File: config.mk
export PLATFORM = sky130hd
export DESIGN_NAME = enrutador_push
export DESIGN_NICKNAME = d
export VERILOG_FILES = /design/src/rtl/enrutador_push.sv
export SDC_FILE = /design/constraint.sdc
export NUM_CORES = 1
export LEC_CHECK = 0
export CORE_ASPECT_RATIO = 0.8
export CORE_UTILIZATION = 40
export DETAILED_ROUTE_END_ITERATION = 16
export PLACE_DENSITY = 0.78
export SETUP_SLACK_MARGIN = 0.5
export SYNTH_ARGS = -nofsm -noshare
export SYNTH_HDL_FRONTEND = slang
export SYNTH_SLANG_ARGS = --single-unit
File: constraint.sdc
create_clock -name clk -period 2.4 [get_ports clk]
set_clock_uncertainty 0.1 [all_clocks]
set_input_delay 0.72 -clock clk [delete_from_list [all_inputs] [get_ports clk]]
set_output_delay 0.72 -clock clk [all_outputs]
set_load 0.03 [all_outputs]
File: src/rtl/enrutador_push.sv
// enrutador_push: single-stage routing buffer in front of a five-FIFO bank.
// Each word carries its destination FIFO in its 3 MSBs. Destinations 0..4
// are pushed to the matching FIFO when it is not full. Destinations 5..7 are
// discarded and tallied in a saturating drop counter.
module enrutador_push #(
  parameter int DATA_WIDTH = 10,
  parameter int ERR_WIDTH  = 5
) (
  input  logic                  clk,
  input  logic                  reset_L,
  input  logic                  valid_in,
  input  logic [DATA_WIDTH-1:0] data_in,
  output logic                  ready_out,
  input  logic                  full0,
  input  logic                  full1,
  input  logic                  full2,
  input  logic                  full3,
  input  logic                  full4,
  output logic                  push0,
  output logic                  push1,
  output logic                  push2,
  output logic                  push3,
  output logic                  push4,
  output logic [DATA_WIDTH-1:0] data_out,
  output logic [ERR_WIDTH-1:0]  err_cnt
);

  logic                  stage_valid_q, stage_valid_d;
  logic [DATA_WIDTH-1:0] stage_data_q, stage_data_d;
  logic [ERR_WIDTH-1:0]  err_cnt_q, err_cnt_d;

  logic [4:0] full_vec;
  logic [4:0] push_vec;
  logic [2:0] dest;
  logic [2:0] in_dest;
  logic       push_any;
  logic       accept;
  logic       in_legal;

  assign full_vec = {full4, full3, full2, full1, full0};
  assign dest     = stage_data_q[DATA_WIDTH-1:DATA_WIDTH-3];
  assign in_dest  = data_in[DATA_WIDTH-1:DATA_WIDTH-3];
  assign in_legal = (in_dest <= 3'd4);

  // Decode the staged word's destination into a one-hot push, gated by that FIFO's full flag only.
  always_comb begin
    push_vec = '0;
    for (int i = 0; i < 5; i++) begin
      push_vec[i] = stage_valid_q & (dest == 3'(i)) & ~full_vec[i];
    end
  end

  assign push_any  = |push_vec;
  assign ready_out = reset_L & (~stage_valid_q | push_any);
  assign accept    = valid_in & ready_out;

  assign push0    = push_vec[0];
  assign push1    = push_vec[1];
  assign push2    = push_vec[2];
  assign push3    = push_vec[3];
  assign push4    = push_vec[4];
  assign data_out = stage_data_q;
  assign err_cnt  = err_cnt_q;

  // Next-state: drain on push, reload on a legal accept (same edge allowed), count illegal drops.
  always_comb begin
    stage_valid_d = stage_valid_q;
    stage_data_d  = stage_data_q;
    err_cnt_d     = err_cnt_q;
    if (push_any) begin
      stage_valid_d = 1'b0;
    end
    if (accept) begin
      if (in_legal) begin
        stage_valid_d = 1'b1;
        stage_data_d  = data_in;
      end else if (err_cnt_q != {ERR_WIDTH{1'b1}}) begin
        err_cnt_d = err_cnt_q + 1'b1;
      end
    end
  end

  // State registers; reset drops any pending word and clears the drop count.
  always_ff @(posedge clk or negedge reset_L) begin
    if (!reset_L) begin
      stage_valid_q <= 1'b0;
      stage_data_q  <= '0;
      err_cnt_q     <= '0;
    end else begin
      stage_valid_q <= stage_valid_d;
      stage_data_q  <= stage_data_d;
      err_cnt_q     <= err_cnt_d;
    end
  end

endmodule

==> impl_metrics.env <==
export IMPL_dp_hpwl_um=1630
export IMPL_max_cap_viol_count=0
export IMPL_tightest_slew_ns=0.313
export IMPL_antenna_left=0
export IMPL_fmax_mhz=420
export IMPL_worst_setup_path_type="in -> out"
export IMPL_initial_core_util_pct=44.1
export IMPL_period_minus_slack_ns=2.38
export IMPL_crit_end="ready_out"
export IMPL_syn_inst=65
export IMPL_vias=773
export IMPL_synth_seq_cells=16
export IMPL_critPathLaunchType="input port"
export IMPL_io_pins=39
export IMPL_yosysWarnings=0
export IMPL_synthArstFlopShare_pct=100
export IMPL_die_y_um=43.6
export IMPL_synth_edf_count=0
export IMPL_wl_met3_um=141
export IMPL_wl_met1_um=879
export IMPL_reg2reg_depth=8
export IMPL_grt_overflow=0
export IMPL_fp_coreArea_mm2=0.00196
export IMPL_grt_pass1_wl_um=3370
export IMPL_cts_hold_buf=0
export IMPL_fin_cells=155
export IMPL_grt_max_degree=21
export IMPL_r2r_start="data_out[7]$_DFFE_PN0P_"
export IMPL_max_slew_margin_pct=79.2
export IMPL_finalCritPeriodShare_pct=99.2
export IMPL_fill_cells=127
export IMPL_drc=0
export IMPL_post_drt_wl_per_cell_um=14.7
export IMPL_synth_ff_type="dfrtp_1"
export IMPL_crit_required_ns=1.58
export IMPL_slew_violations=0
export IMPL_r2r_slack_ns=0.36
export IMPL_peakVddDrop_v=0.000851
export IMPL_setup_viol=0
export IMPL_place_inst=143
export IMPL_numCtsBuffers=3
export IMPL_grt_pass1_vias=735
export IMPL_cts_tree="built"
export IMPL_seq_area_um2=405
export IMPL_hold_start="data_out[4]$_DFFE_PN0P_"
export IMPL_clk_latency_ns=0.29
export IMPL_crit_path_end_kind="primary output"
export IMPL_htree_levels=1
export IMPL_track_usage_pct=21.1
export IMPL_antenna_found_initial=0
export IMPL_finalHoldViolations=0
export IMPL_areaGrowthSynthToFinish_pct=81.8
export IMPL_final_layout_size_suffix_gt1_share_pct=63.4
export IMPL_synth_cell_types=27
export IMPL_num_rows=14
export IMPL_ys_seq_area_share_pct=46.3
export IMPL_tns_ns=0
export IMPL_drt_iter0_drc=7
export IMPL_startpoint="full1"
export IMPL_path_clk_slew_ns=0.09
export IMPL_crit_fanout=2
export IMPL_hold_depth=1
export IMPL_fin_hold_ws_ns=0.413
export IMPL_multi_input_area_um2=529
export IMPL_dr_wl_met2_um=1230
export IMPL_power_density_mw_per_mm2=1110
export IMPL_via_per_inst=4.99
export IMPL_rsz0062_at_grt="yes"
export IMPL_status="finished clean"
export IMPL_yosys_area_top_type="dfrtp_1"
export IMPL_place_gp_congestion=0.705
export IMPL_avgSynthCellArea_um2=13.3
export IMPL_r2r_end="data_out[8]$_DFFE_PN0P_"
export IMPL_synthTopCellsByArea="dfrtp_1 (46%), mux2_4 (16%), mux2_2 (3.9%)"
export IMPL_arrival_ns=1.56
export IMPL_num_antenna_cells=0
export IMPL_die_area_mm2=0.00235
export IMPL_syn_area_um2=865
export IMPL_clockBufferDepth=2
export IMPL_first_pass_iters=4
export IMPL_root_buffer="clkbuf_4"
export IMPL_top_layer_used="met4"
export IMPL_syn_nets=85
export IMPL_io_buffers=38
export IMPL_hp_class="reg -> reg"
export IMPL_clkSinkCount=16
export IMPL_dieWidth_um=54.0
export IMPL_routed_wl_um=2280
export IMPL_nets=152
export IMPL_p_leak_nw=0.766
export IMPL_synth_top_area_share_pct=46.3
-- metal layers --
metal / vias to the layer above / track usage, %
met5: - / 0
met4: 0 / 7.69
met3: 5 / 7.72
met2: 22 / 36.8
met1: 371 / 23.1
li1: 375 / -
-- how the worst min path moves through the flow --
stage | end | slack, ns
3_5_place_dp | data_out[3]$_DFFE_PN0P_ | 0.40
4_1_cts | data_out[3]$_DFFE_PN0P_ | 0.41
3_3_place_gp | err_cnt[2]$_DFFE_PN0P_ | 0.39
5_1_grt | data_out[1]$_DFFE_PN0P_ | 0.40
2_1_floorplan | data_out[0]$_DFFE_PN0P_ | 0.32
6_report | data_out[4]$_DFFE_PN0P_ | 0.41
-- flip-flops by register name (all words and copies together), names as in the netlist --
register,flops
err_cnt,5
stage_valid_q,1
data_out,10
-- final cells by class --
type,count,share of cell area [%]
sequential,16,25.8
tap,24,1.91
clock buffer,4,2.31
timing repair buffer,63,35.8
inverter,2,0.478
multi-input combinational,46,33.7
-- cells by family (layout without fill, tap and decap cells) --
group	count (synthesis)	after routing	synth area share, %
buffers and inverters	3	69	2.17
and+or+nand+nor	18	18	12.4
AOI/OAI and AO/OA	11	11	13.6
DFF	16	16	46.3
muxes	12	12	19.5
xor gates and xnor gates	3	3	3.04
adders and majority gates	2	2	2.89
-- worst max-delay path, cell delays in order --
cell and delay (ns):
buf_6 0.09, or3b_4 0.39, nor2_4 0.11, o21a_4 0.13, buf_6 0.12
-- placed cells by master (no fill, tap or decap), types with 2 or more instances in the layout --
cell type | Yosys | layout
buf_4 | 0 | 23
dfrtp_1 | 16 | 12
mux2_4 | 9 | 10
buf_6 | 1 | 9
clkdlybuf4s50_1 | 0 | 8
buf_2 | 0 | 6
dfrtp_2 | 0 | 4
clkbuf_2 | 0 | 4
nor2_4 | 1 | 3
clkbuf_4 | 0 | 3
dlymetal6s2s_1 | 0 | 3
clkdlybuf4s15_1 | 0 | 3
clkdlybuf4s15_2 | 0 | 3
nand2_1 | 2 | 2
nor3_4 | 0 | 2
inv_1 | 2 | 2
and3_1 | 2 | 2
o211ai_1 | 2 | 2
mux2_2 | 3 | 2
xnor2_1 | 3 | 2
nor2_1 | 4 | 2
ha_1 | 2 | 2
dlygate4sd2_1 | 0 | 2
buf_12 | 0 | 2
-- where the power goes --
part / total, mW / internal [mW] / switching [mW]
clock: 0.177 / 0.0924 / 0.0843
sequential: 0.517 / 0.397 / 0.120
combinational: 1.05 / 0.506 / 0.540
-- repair_timing --
item	4_1_cts	5_1_grt
resized for setup	64	30
endpoints found under the setup margin	36	31
pin swaps	5	6
cloned	0	0
buffers inserted	4	4
-- per-stage QoR --
step           utilization, %  setup slack (ns)  power (mW)  instance area [um2]
6_report                 80.1            0.0185        1.74                 1570
5_1_grt                  80.1           -0.0186        1.83                 1570
4_1_cts                  78.4           -0.0159        1.71                 1540
3_5_place_dp             73.3            -0.349        1.52                 1440
3_3_place_gp             73.3            -0.325        1.50                 1440
2_1_floorplan               -            0.0981        1.11                  913
-- synthesized netlist by cell type (all sizes together), types with 2 or more instances --
| cell type | number |
|---|---|
| and3 | 2 |
| dfrtp | 16 |
| ha | 2 |
| inv | 2 |
| mux2 | 12 |
| nand2 | 2 |
| nor2 | 5 |
| nor3 | 3 |
| o2111ai | 2 |
| o211ai | 2 |
| o21ai | 2 |
| xnor2 | 3 |
(Power assumes the default switching activity.)
